## config.mk

```make
export PLATFORM = sky130hd
export DESIGN_NAME = safety_island_soc_ctrl_resp
export DESIGN_NICKNAME = d
export VERILOG_FILES = /design/src/rtl/safety_island_soc_ctrl_resp.sv
export SDC_FILE = /design/constraint.sdc
export NUM_CORES = 1
export LEC_CHECK = 0
export BUFFER_PORTS_ARGS = -buffer_cell sky130_fd_sc_hd__buf_2
export CORE_MARGIN = 2
export CORE_UTILIZATION = 40
export CTS_CLUSTER_DIAMETER = 120
export DETAILED_ROUTE_END_ITERATION = 7
export GPL_TIMING_DRIVEN = 0
export PLACE_DENSITY = 0.79
export SLEW_MARGIN = 20
export SYNTH_ARGS = -nofsm -noshare
export SYNTH_HDL_FRONTEND = slang
export SYNTH_SLANG_ARGS = --single-unit
export TNS_END_PERCENT = 100
```

## constraint.sdc

```tcl
create_clock -name clk_i -period 1.7 [get_ports clk_i]
set_input_delay 0.255 -clock clk_i [delete_from_list [all_inputs] [get_ports clk_i]]
set_output_delay 0.255 -clock clk_i [all_outputs]
set_load 0.005 [all_outputs]
```

## src/rtl/safety_island_soc_ctrl_resp.sv

```systemverilog
// SocCtrl responder for the safety-island peripheral bus: boot address, fetch enable,
// core status and bootmode registers, plus the autoboot sequencer.
//
// state  | meaning
// SAMPLE | first cycle after reset release, latch bootmode strap
// COUNT  | Preloaded mode, counting down to automatic fetch enable
// DONE   | autoboot finished or cancelled, terminal until reset
module safety_island_soc_ctrl_resp #(
  parameter logic [31:0] BootAddrDefault = 32'h0000_0000,
  parameter int unsigned PreloadDelay    = 16,
  parameter int unsigned AddrWidth       = 32
) (
  input  logic                 clk_i,
  input  logic                 rst_ni,
  input  logic [1:0]           bootmode_i,
  input  logic                 req_i,
  output logic                 gnt_o,
  input  logic [AddrWidth-1:0] addr_i,
  input  logic                 we_i,
  input  logic [3:0]           be_i,
  input  logic [31:0]          wdata_i,
  output logic                 rvalid_o,
  output logic [31:0]          rdata_o,
  output logic                 err_o,
  output logic [31:0]          boot_addr_o,
  output logic                 fetch_en_o,
  output logic [31:0]          core_status_o,
  output logic                 eoc_o
);

  localparam int unsigned CntW = (PreloadDelay > 0) ? $clog2(PreloadDelay + 1) : 1;
  localparam logic [CntW-1:0] CntInit = CntW'(PreloadDelay);

  typedef enum logic [1:0] {
    SAMPLE = 2'd0,
    COUNT  = 2'd1,
    DONE   = 2'd2
  } boot_state_e;

  boot_state_e     state_q, state_d;
  logic [CntW-1:0] cnt_q, cnt_d;
  logic [1:0]      bootmode_q;
  logic            latch_bootmode;
  logic            autoboot_set;

  logic [31:0] boot_addr_q;
  logic [31:0] core_status_q;
  logic        fetch_en_q;

  logic        sel_bootaddr, sel_fetchen, sel_corestatus, sel_bootmode;
  logic        addr_ok, req_err;
  logic        wr_bootaddr, wr_fetchen, wr_corestatus;
  logic [31:0] rd_val;

  logic        rvalid_q, err_q;
  logic [31:0] rdata_q;

  // Only the 4 KiB window offset is decoded; byte lane and upper bits are don't-care.
  logic unused_addr;
  assign unused_addr = ^{addr_i[AddrWidth-1:12], addr_i[1:0]};

  function automatic logic [31:0] merge_bytes(logic [31:0] old_val, logic [31:0] new_val,
                                              logic [3:0] be);
    logic [31:0] res;
    for (int i = 0; i < 4; i++) begin
      res[8*i +: 8] = be[i] ? new_val[8*i +: 8] : old_val[8*i +: 8];
    end
    return res;
  endfunction

  assign gnt_o = req_i;

  assign sel_bootaddr   = (addr_i[11:2] == 10'h000);
  assign sel_fetchen    = (addr_i[11:2] == 10'h001);
  assign sel_corestatus = (addr_i[11:2] == 10'h002);
  assign sel_bootmode   = (addr_i[11:2] == 10'h003);
  assign addr_ok        = sel_bootaddr | sel_fetchen | sel_corestatus | sel_bootmode;
  assign req_err        = ~addr_ok | (we_i & sel_bootmode);

  assign wr_bootaddr   = req_i & we_i & sel_bootaddr;
  assign wr_fetchen    = req_i & we_i & sel_fetchen;
  assign wr_corestatus = req_i & we_i & sel_corestatus;

  always_comb begin
    rd_val = '0;
    if (sel_bootaddr)   rd_val = boot_addr_q;
    if (sel_fetchen)    rd_val = {31'b0, fetch_en_q};
    if (sel_corestatus) rd_val = core_status_q;
    if (sel_bootmode)   rd_val = {30'b0, bootmode_q};
  end

  // Boot FSM: state register
  always_ff @(posedge clk_i) begin
    if (!rst_ni) begin
      state_q    <= SAMPLE;
      cnt_q      <= '0;
      bootmode_q <= 2'b00;
    end else begin
      state_q <= state_d;
      cnt_q   <= cnt_d;
      if (latch_bootmode) bootmode_q <= bootmode_i;
    end
  end

  // Boot FSM: next state; a debugger write to FETCHEN always ends the sequence
  always_comb begin
    state_d = state_q;
    cnt_d   = cnt_q;
    case (state_q)
      SAMPLE: begin
        if (bootmode_i == 2'b01) begin
          state_d = COUNT;
          cnt_d   = CntInit;
        end else begin
          state_d = DONE;
        end
      end
      COUNT: begin
        if (cnt_q == '0) state_d = DONE;
        else             cnt_d   = cnt_q - CntW'(1);
      end
      DONE:    state_d = DONE;
      default: state_d = DONE;
    endcase
    if (wr_fetchen && (state_q != DONE)) state_d = DONE;
  end

  // Boot FSM: outputs
  always_comb begin
    latch_bootmode = (state_q == SAMPLE);
    autoboot_set   = (state_q == COUNT) && (cnt_q == '0) && !wr_fetchen;
  end

  always_ff @(posedge clk_i) begin
    if (!rst_ni) begin
      boot_addr_q   <= BootAddrDefault;
      core_status_q <= '0;
      fetch_en_q    <= 1'b0;
    end else begin
      if (wr_bootaddr)   boot_addr_q   <= merge_bytes(boot_addr_q, wdata_i, be_i);
      if (wr_corestatus) core_status_q <= merge_bytes(core_status_q, wdata_i, be_i);
      if (wr_fetchen) begin
        if (be_i[0]) fetch_en_q <= wdata_i[0];
      end else if (autoboot_set) begin
        fetch_en_q <= 1'b1;
      end
    end
  end

  always_ff @(posedge clk_i) begin
    if (!rst_ni) begin
      rvalid_q <= 1'b0;
      err_q    <= 1'b0;
      rdata_q  <= '0;
    end else begin
      rvalid_q <= req_i;
      err_q    <= req_i & req_err;
      rdata_q  <= (req_i && !we_i && !req_err) ? rd_val : 32'h0;
    end
  end

  assign rvalid_o      = rvalid_q;
  assign err_o         = err_q;
  assign rdata_o       = rdata_q;
  assign boot_addr_o   = boot_addr_q;
  assign fetch_en_o    = fetch_en_q;
  assign core_status_o = core_status_q;
  assign eoc_o         = core_status_q[31];

endmodule

```

==> key figures, run 1 <==
Floorplanning
  – Die H: around 110 µm
  – # rows: 37
  – Die area: ~12000 µm²
  – Area of the core: slightly above 10000 µm²
  – Die W: between 100 and 150 µm
  – Initial Util: approximately two fifths
  – IO Pins: 175

Synthesis
  – Synth Instances: 430
  – Synth Cell Area: 4295 µm²
  – EDFF count, synth: 0
  – Top FF cell, synth: dfxtp_1
  – Synth Warn #: 0
  – Seq/Total Area, Yosys: between 50% and 60%
  – Syn_area_per_cell: 9.989 µm²
  – FFs w/ async S/R, synth: 0%
  – Post-Syn Nets: between 500 and 600
  – Register bit total from synthesis: 108
  – Number of library cell types mapped by synthesis: 34

Global routing
  – Antenna violations before repair: 0
  – Number of global-route vias before repair: about 3700
  – Grt ovf: 0
  – Largest net degree at the start of global routing: 19
  – GRT Overall Usage: between 20% and 30%
  – First-pass GRT wire length: approximately 19 mm

Timing
  – Slew @ Worst Pin: between 0.6 and 0.7 ns
  – Final setup fails: 0
  – Final Slew Violations: 0
  – Skew final: ~0.014 ns
  – Fin Hold WS: approximately 0.15 ns
  – Fin crit share: a little over nine tenths
  – Final min period: between 1.5 and 2 ns
  – Setup Total Neg Slack: 0 ns
  – Slew headroom: roughly three fifths
  – RSZ-0062 raised after global routing: true
  – Fmax: approximately 0.60 GHz
  – Final Hold Fails: 0

Worst hold path
  – Hold WC Path Type: in -> reg
  – Hold path cells: 3

Route
  – Post-DR wirelength/cell: ~16 µm
  – First-pass DRT Iterations: 4
  – Via density: 5.116
  – WL final: ~12 mm
  – Antenna-violating nets left: 0
  – 1st-iter DRT viols: 190
  – Routed vias: 3786
  – DRC errors left: 0

Place
  – Cell Area, Placed: roughly 5200 µm²
  – Port bufs: 149
  – Final GP Congestion: ~0.78
  – Post-DP HPWL: 8.683 mm

Cells and area
  – Filler cells: slightly below 1000
  – Final Cell Area: about 5500 µm²
  – Commonest non-fill, non-tap cell in the layout: buf_2
  – Nets: 675
  – Area grow syn2layout: 28.81%
  – Share of cells above drive strength 1: 34.60%
  – Most frequent cells in the layout: 154 x buf_2, 107 x dfxtp_1, 105 x nand2_1
  – Antenna cells: 0

Clock tree
  – TritonCTS clock tree: done
  – Sink Count: approximately 110
  – Skew-Pair Late Insertion Delay: about 0.36 ns
  – CTS Buf Count: 9
  – Htree depth: 3
  – Cts hold-fix bufs: 0
  – Reg clk slew, reported paths: about 0.11 ns
  – CTS Root Cell: clkbuf_8
  – Max Root-Sink Buffers: 2

Setup path
  – Startpoint types: flip-flop
  – R2R Setup Slk: ~0.043 ns
  – Worst r2r src: cnt_q[0]$_SDFFE_PN0P_
  – Reg-to-reg critical path endpoint: cnt_q[0]$_SDFFE_PN0P_
  – CP Class: reg -> reg
  – CP max FO: 6
  – Worst setup EP type: flip-flop
  – Worst Setup SP: cnt_q[0]$_SDFFE_PN0P_
  – WP data required: 1.95 ns
  – Worst Reg-to-Reg Cells: 7
  – CP arrival: between 1.5 and 2 ns
  – Worst Setup EP: cnt_q[0]$_SDFFE_PN0P_

Power and ir drop
  – Cell Pwr Density: roughly 810 nW/µm²
  – P_leak: around 2.5 nW
  – Peak supply drop: roughly 0.00058 V

Outcome
  – Status: finished clean

Job
  – Max_cap viols: 0
## layer usage
layer	GRT usage [%]	share of wire, %	wire [µm]
met1	25.24	41	4831
met2	36.25	50	5915
met3	4.056	7.9	932
met4	6.227	0.93	110
met5	0	0	0
## synthesized netlist by cell type, drive strengths merged (2+ instances only)
| cell | n | share of area [%] |
|---|---|---|
| nand4 | 4 | 1.3 |
| nor2 | 44 | 6.9 |
| mux2i | 66 | 15 |
| a21boi | 4 | 0.70 |
| buf | 11 | 1.8 |
| nand2 | 106 | 9.3 |
| dfxtp | 108 | 50 |
| nor2b | 3 | 0.44 |
| and3 | 3 | 0.52 |
| a31oi | 2 | 0.29 |
| nor4 | 2 | 0.99 |
| inv | 5 | 0.44 |
| a22oi | 30 | 5.2 |
| ha | 2 | 0.58 |
| xnor2 | 2 | 0.41 |
| o21ai | 5 | 0.58 |
| a21oi | 3 | 0.35 |
| o21a | 2 | 0.35 |
| clkbuf | 14 | 1.2 |
| or3 | 6 | 0.87 |
## through the flow
stage                     util (%)  setup WS (ns)  power (W)  cells
after floorplan                  -        0.02981   0.002749    430
after global placement       50.25        -0.3849   0.002863    715
after detailed placement     50.25        -0.4178   0.002873    715
after CTS                    52.86        0.02862   0.004529    734
after global routing         53.35       -0.03111   0.004670    740
final                        53.35        0.04322   0.004503    740
## worst max-delay path: stages (launching register included)
cell,delay [ns]
dfxtp_1,0.33
inv_2,0.07
ha_1,0.14
or4b_4,0.49
a21oi_4,0.23
buf_6,0.14
xnor2_1,0.11
nor2_1,0.06
## layout make-up
cell class / instances / area, µm² / area share (%)
flip-flops and latches: 108 / 2163 / 39.10
multi-input cells: 292 / 2002 / 36.18
repair buffers: 158 / 829.5 / 14.99
well taps: 136 / 170.2 / 3.076
clock buffers: 11 / 151.4 / 2.736
plain buffers: 25 / 132.6 / 2.397
clock inverters: 5 / 65.06 / 1.176
inverters: 5 / 18.77 / 0.3392
## state kept, by name, indices dropped and copies added (netlist names)
name           count
boot_addr_o       32
bootmode_q         2
cnt_q              5
core_status_o     32
err_o              1
fetch_en_o         1
rdata_o           32
rvalid_o           1
state_q            2
## report_power, final
group	internal (W)	leakage, nW	switching [W]
clock network	0.000782	0.111	0.000882
logic	0.000115	1.55	0.000164
registers	0.00255	0.872	0.0000143
total	0.00344	2.53	0.00106
## what timing repair did
action,4_1_cts,5_1_grt
setup endpoints to repair,16,29
gates resized for setup,4,9
cloned,0,0
setup buffers,3,6
pin swaps,1,3
## logic make-up (layout without fill, tap and decap cells)
group	Yosys count	after routing	synth area share, %
compound gates	47	47	7.777
xor+xnor	2	2	0.4079
fa+ha+maj	2	2	0.5825
buf+inv	30	204	3.466
flops	108	108	50.33
mux	67	67	15.90
simple gates	174	174	21.53
## how the worst min path moves through the flow
stage	to	start	slack [ns]
3_3_place_gp	boot_addr_o[25]$_SDFFE_PN0P_	boot_addr_o[25]$_SDFFE_PN0P_	0.46
2_1_floorplan	rvalid_o$_SDFF_PN0_	req_i	0.39
6_report	core_status_o[13]$_SDFFE_PN0P_	wdata_i[13]	0.15
4_1_cts	core_status_o[13]$_SDFFE_PN0P_	wdata_i[13]	0.14
5_1_grt	boot_addr_o[2]$_SDFFE_PN0P_	wdata_i[2]	0.14
3_5_place_dp	boot_addr_o[12]$_SDFFE_PN0P_	boot_addr_o[12]$_SDFFE_PN0P_	0.47
Power figures use the tool's default switching activity.
==> inputs of run 2 (changes only) <==
- CORE_MARGIN: 2 -> default
- CTS_BUF_LIST: default -> sky130_fd_sc_hd__clkbuf_4
==> key figures, run 2 (synthesis results as in run 1) <==
Timing
  – Setup Total Neg Slack: 0 ns
  – Fin Hold WS: ~0.063 ns
  – Slew headroom: around 55%
  – Fmax: roughly 0.61 GHz
  – RSZ-0062 raised after global routing: false
  – Final min period: about 1.6 ns
  – Slew @ Worst Pin: approximately 0.68 ns
  – Skew final: between 0.009 and 0.01 ns
  – Final Slew Violations: 0
  – Final setup fails: 0
  – Final Hold Fails: 0
  – Fin crit share: between 90% and 100%

Floorplanning
  – Die H: around 110 µm
  – Area of the core: about 10000 µm²
  – Initial Util: 41.42%
  – # rows: 37
  – IO Pins: 175
  – Die area: 11160 µm²
  – Die W: ~110 µm

Clock tree
  – CTS Root Cell: clkbuf_4
  – CTS Buf Count: 9
  – Max Root-Sink Buffers: 2
  – Post-CTS Setup Bufs: 0
  – Sink Count: 108
  – Skew-Pair Late Insertion Delay: about 0.44 ns
  – TritonCTS clock tree: done
  – Htree depth: 3
  – Reg clk slew, reported paths: around 0.15 ns

Route
  – Via density: 5.085
  – DRC errors left: 0
  – WL final: approximately 12 mm
  – Routed vias: about 3700
  – First-pass DRT Iterations: 4
  – Metal-1 WL: around 5.2 mm
  – Antenna-violating nets left: 0
  – Post-DR wirelength/cell: 16.13 µm
  – Met3 WL: between 600 and 700 µm
  – 1st-iter DRT viols: 176
  – Metal2 WL: between 5 and 6 mm
  – Top layer used by detailed routing: met3

Setup path
  – Startpoint types: input port
  – CP bufs+invs: 2
  – CP arrival: roughly 2.0 ns
  – Crit path max-delay family: simple AND/OR/NAND/NOR gates
  – Critical-path cell list: buf_2 -> nor4_4 -> and3_2 -> buf_2 -> a22oi_1 -> nor2_1
  – Worst setup EP type: flip-flop
  – CP max-delay cell: nor4_4
  – CP Class: in -> reg
  – Max incr delay on CP: a little over 0.6 ns
  – Most used cell, CP: buf_2
  – WP data required: 2.09 ns
  – CP max FO: 12

Worst hold path
  – Hold WC Path Type: in -> reg

Cells and area
  – Commonest non-fill, non-tap cell in the layout: buf_2
  – Filler cells: 963
  – Nets: 667
  – Antenna cells: 0
  – Final core utilization: approximately 52%
  – Area of the multi-input gates: between 2000 and 2500 µm²
  – Most frequent cells in the layout: 154 x buf_2, 107 x dfxtp_1, 105 x nand2_1
  – Share of cells above drive strength 1: around a third
  – Area grow syn2layout: 25.69%
  – Reg area: 2163 µm²

Outcome
  – Status: finished clean

Power and ir drop
  – Total chip power: ~0.0042 W
  – Cell Pwr Density: about 780 nW/µm²
  – Peak supply drop: 0.0004185 V
  – P_leak: between 2 and 2.5 nW
  – Internal: 0.003258 W
  – Psw: around 0.00098 W
  – Clock Power Share: between 30% and 40%
  – Net Sw Frac: between 20% and 30%
  – Seq pwr share: between 60 and 70%
  – Logic pwr share: 6.4%

Job
  – Max_cap viols: 0

Global routing
  – Antenna violations before repair: 0
  – Grt ovf: 0
  – First-pass GRT wire length: 18.82 mm
  – Largest net degree at the start of global routing: 17
  – GRT Overall Usage: ~22%
  – Number of global-route vias before repair: about 3700

Place
  – Final GP Congestion: between 0.7 and 0.8
  – Port bufs: 149
  – Post-DP HPWL: ~8.5 mm
==> run 2: final timing paths <==
check / from / end / slack, ns / cells past startpoint
setup / recovery: addr_i[11] / rdata_o[12]$_SDFF_PP0_ / 0.06 / 6
hold / removal: wdata_i[22] / core_status_o[22]$_SDFFE_PN0P_ / 0.06 / 3
setup reg to reg: cnt_q[0]$_SDFFE_PN0P_ / fetch_en_o$_SDFFE_PN0P_ / 0.07 / 5
hold reg to reg: cnt_q[1]$_SDFFE_PN0P_ / cnt_q[1]$_SDFFE_PN0P_ / 0.48 / 2
==> run 2: worst min-delay path, delay by kind of cell <==
family / cells / cell delay, ns
muxes: 1 / 0.06
buffers and inverters: 1 / 0.10
and+or+nand+nor: 1 / 0.06
==> run 2: repair_timing <==
| action | 4_1_cts | 5_1_grt |
|---|---|---|
| gates resized for setup | 3 | 6 |
| gates cloned | 0 | 1 |
| endpoints found under the setup margin | 6 | 8 |
| pin swaps | 0 | 3 |
| hold endpoints to repair | 0 | 1 |
| hold buffers | 0 | 1 |
==> run 2: power groups by stage <==
stage,combinational [W],clock (W),sequential (W)
global route,0.000296,0.00156,0.00257
detailed placement,0.000257,0,0.00262
CTS,0.000265,0.00144,0.00256
global placement,0.000247,0,0.00262
finish,0.000271,0.00140,0.00256
floorplan,0.000134,0,0.00261
==> run 2: routing by layer <==
| layer | vias up | global-route usage (%) |
|---|---|---|
| met1 | 1803 | 27.65 |
| met3 | 0 | 5.133 |
| met4 | 0 | 6.746 |
| li1 | 1789 | - |
| met2 | 130 | 36.51 |
| met5 | - | 0 |
==> run 2: area by class of cell <==
type | instances | area share (%)
repair buffers | 150 | 14.00
plain buffers | 24 | 2.341
well taps | 136 | 3.152
flip-flops and latches | 108 | 40.07
clock inverters | 6 | 1.460
clock buffers | 10 | 1.390
multi-input cells | 293 | 37.24
inverters | 5 | 0.3476
==> run 2: per-stage QoR <==
stage          area [µm²]  std cells  setup slack, ns
4_1_cts              5383        731          0.01515
3_5_place_dp         5211        715          -0.4749
3_3_place_gp         5211        715          -0.4001
5_1_grt              5399        732         0.008716
6_report             5399        732          0.05508
2_1_floorplan        4295        430          0.02981
==> inputs of run 3 (changes only) <==
- MAX_ROUTING_LAYER: default -> met4
==> key figures, run 3 (synthesis results as in run 1) <==
Timing
  – Fin crit share: a little over nine tenths
  – Final setup fails: 0
  – Final Slew Violations: 0
  – Setup Total Neg Slack: 0 ns
  – Slew headroom: 54.16%
  – Final min period: ~1.7 ns
  – Fin Hold WS: approximately 0.055 ns
  – Skew final: around 0.015 ns
  – Slew @ Worst Pin: 0.6876 ns
  – Fmax: slightly above 0.6 GHz
  – Final Hold Fails: 0
  – RSZ-0062 raised after global routing: false
  – Final critical-path setup slack: approximately 0.048 ns

Cells and area
  – Area grow syn2layout: 25.46%
  – Final Cell Area: between 5000 and 6000 µm²
  – Nets: roughly 670
  – Commonest non-fill, non-tap cell in the layout: buf_2
  – Antenna cells: 0
  – Most frequent cells in the layout: 154 x buf_2, 107 x dfxtp_1, 105 x nand2_1
  – Share of cells above drive strength 1: about 33%
  – Filler cells: approximately 960

Clock tree
  – Max Root-Sink Buffers: 2
  – Reg clk slew, reported paths: roughly 0.16 ns
  – TritonCTS clock tree: done
  – Skew-Pair Late Insertion Delay: around 0.45 ns
  – Sink Count: 108
  – CTS Root Cell: clkbuf_4
  – CTS Buf Count: 9
  – Htree depth: 3

Place
  – Dpl ws: -0.4749 ns
  – Final GP Congestion: between 0.7 and 0.8
  – Port bufs: 149
  – Cell Area, Placed: between 5000 and 6000 µm²
  – Post-DP HPWL: about 8.5 mm

Floorplanning
  – # rows: 37
  – Die H: about 110 µm
  – Die area: around 11000 µm²
  – IO Pins: 175
  – Die W: between 100 and 150 µm
  – Area of the core: 10370 µm²
  – Initial Util: roughly 41%

Setup path
  – WP data required: 2.09 ns
  – Worst r2r src: cnt_q[0]$_SDFFE_PN0P_
  – Startpoint types: input port
  – CP max FO: 12
  – Worst setup EP type: flip-flop
  – R2R Setup Slk: roughly 0.070 ns
  – Worst Reg-to-Reg Cells: 5
  – CP arrival: slightly above 2 ns
  – Worst Setup SP: addr_i[11]
  – CP Class: in -> reg

Power and ir drop
  – Internal: 0.003256 W
  – Clock Power Share: 33.2%
  – Seq pwr share: slightly above 60%
  – P_leak: 2.453 nW
  – Net Sw Frac: between 20% and 30%
  – Logic pwr share: approximately 6.4%
  – Peak supply drop: approximately 0.00042 V
  – Cell Pwr Density: 787.4 nW/µm²
  – Psw: between 0.0009 and 0.001 W

Global routing
  – Antenna violations before repair: 0
  – First-pass GRT wire length: approximately 19 mm
  – Number of global-route vias before repair: ~3700
  – Grt ovf: 0
  – GRT Overall Usage: between 20 and 25%
  – Largest net degree at the start of global routing: 17

Route
  – Antenna-violating nets left: 0
  – First-pass DRT Iterations: 4
  – Via density: about 5.1
  – DRC errors left: 0
  – WL final: 11.85 mm
  – Post-DR wirelength/cell: roughly 16 µm
  – 1st-iter DRT viols: approximately 200
  – Routed vias: around 3700

Worst hold path
  – Hold path cells: 3
  – Worst hold start: wdata_i[29]
  – Hold WC Path Type: in -> reg

Job
  – Max_cap viols: 0

Outcome
  – Status: finished clean
-- run 3: worst max-delay path: stages --
cell and delay [ns]:
buf_2 0.11, nor4_4 0.61, and3_2 0.50, buf_2 0.32, a22oi_1 0.11, nor2_1 0.12
-- run 3: area by class of cell --
| class | count | area (µm²) | area share (%) |
|---|---|---|---|
| clock buffers | 10 | 75.07 | 1.393 |
| flip-flops and latches | 108 | 2163 | 40.14 |
| inverters | 5 | 18.77 | 0.3483 |
| plain buffers | 24 | 126.4 | 2.345 |
| clock inverters | 6 | 78.83 | 1.463 |
| well taps | 136 | 170.2 | 3.158 |
| repair buffers | 149 | 745.7 | 13.84 |
| multi-input cells | 293 | 2011 | 37.31 |
-- run 3: power groups by stage --
| stage | Combinational [W] | Sequential, W | Clock (W) |
|---|---|---|---|
| after floorplan | 0.000134 | 0.00261 | 0 |
| after global placement | 0.000247 | 0.00262 | 0 |
| after detailed placement | 0.000257 | 0.00262 | 0 |
| after global routing | 0.000294 | 0.00257 | 0.00155 |
| after CTS | 0.000265 | 0.00256 | 0.00144 |
| final | 0.000271 | 0.00256 | 0.00141 |
-- run 3: repair_timing --
action	CTS	global route
setup endpoints to repair	6	9
cloned	0	1
hold buffers	0	0
gates resized for setup	3	6
setup buffers	0	0
pin swaps	0	3
-- run 3: per-layer routing --
layer / track usage, % / share of wire [%] / up-vias / routed length (µm)
met4: 7.143 / 0.46 / 0 / 55
met5: - / 0 / - / 0
met3: 4.082 / 5.9 / 6 / 694
met2: 36.56 / 49 / 141 / 5818
li1: - / - / 1786 / -
met1: 28.12 / 45 / 1801 / 5279
-- run 3: per-stage QoR --
| step | util [%] | power [W] | instances |
|---|---|---|---|
| finish | 51.97 | 0.004243 | 731 |
| global placement | 50.25 | 0.002863 | 715 |
| CTS | 51.91 | 0.004269 | 731 |
| global route | 51.97 | 0.004416 | 731 |
| detailed placement | 50.25 | 0.002875 | 715 |
| floorplan | - | 0.002749 | 430 |
-- run 3: path summary, 6_finish.rpt --
check	end
hold / removal	core_status_o[29]$_SDFFE_PN0P_
setup / recovery	rdata_o[12]$_SDFF_PP0_
hold reg to reg	cnt_q[1]$_SDFFE_PN0P_
setup reg to reg	fetch_en_o$_SDFFE_PN0P_
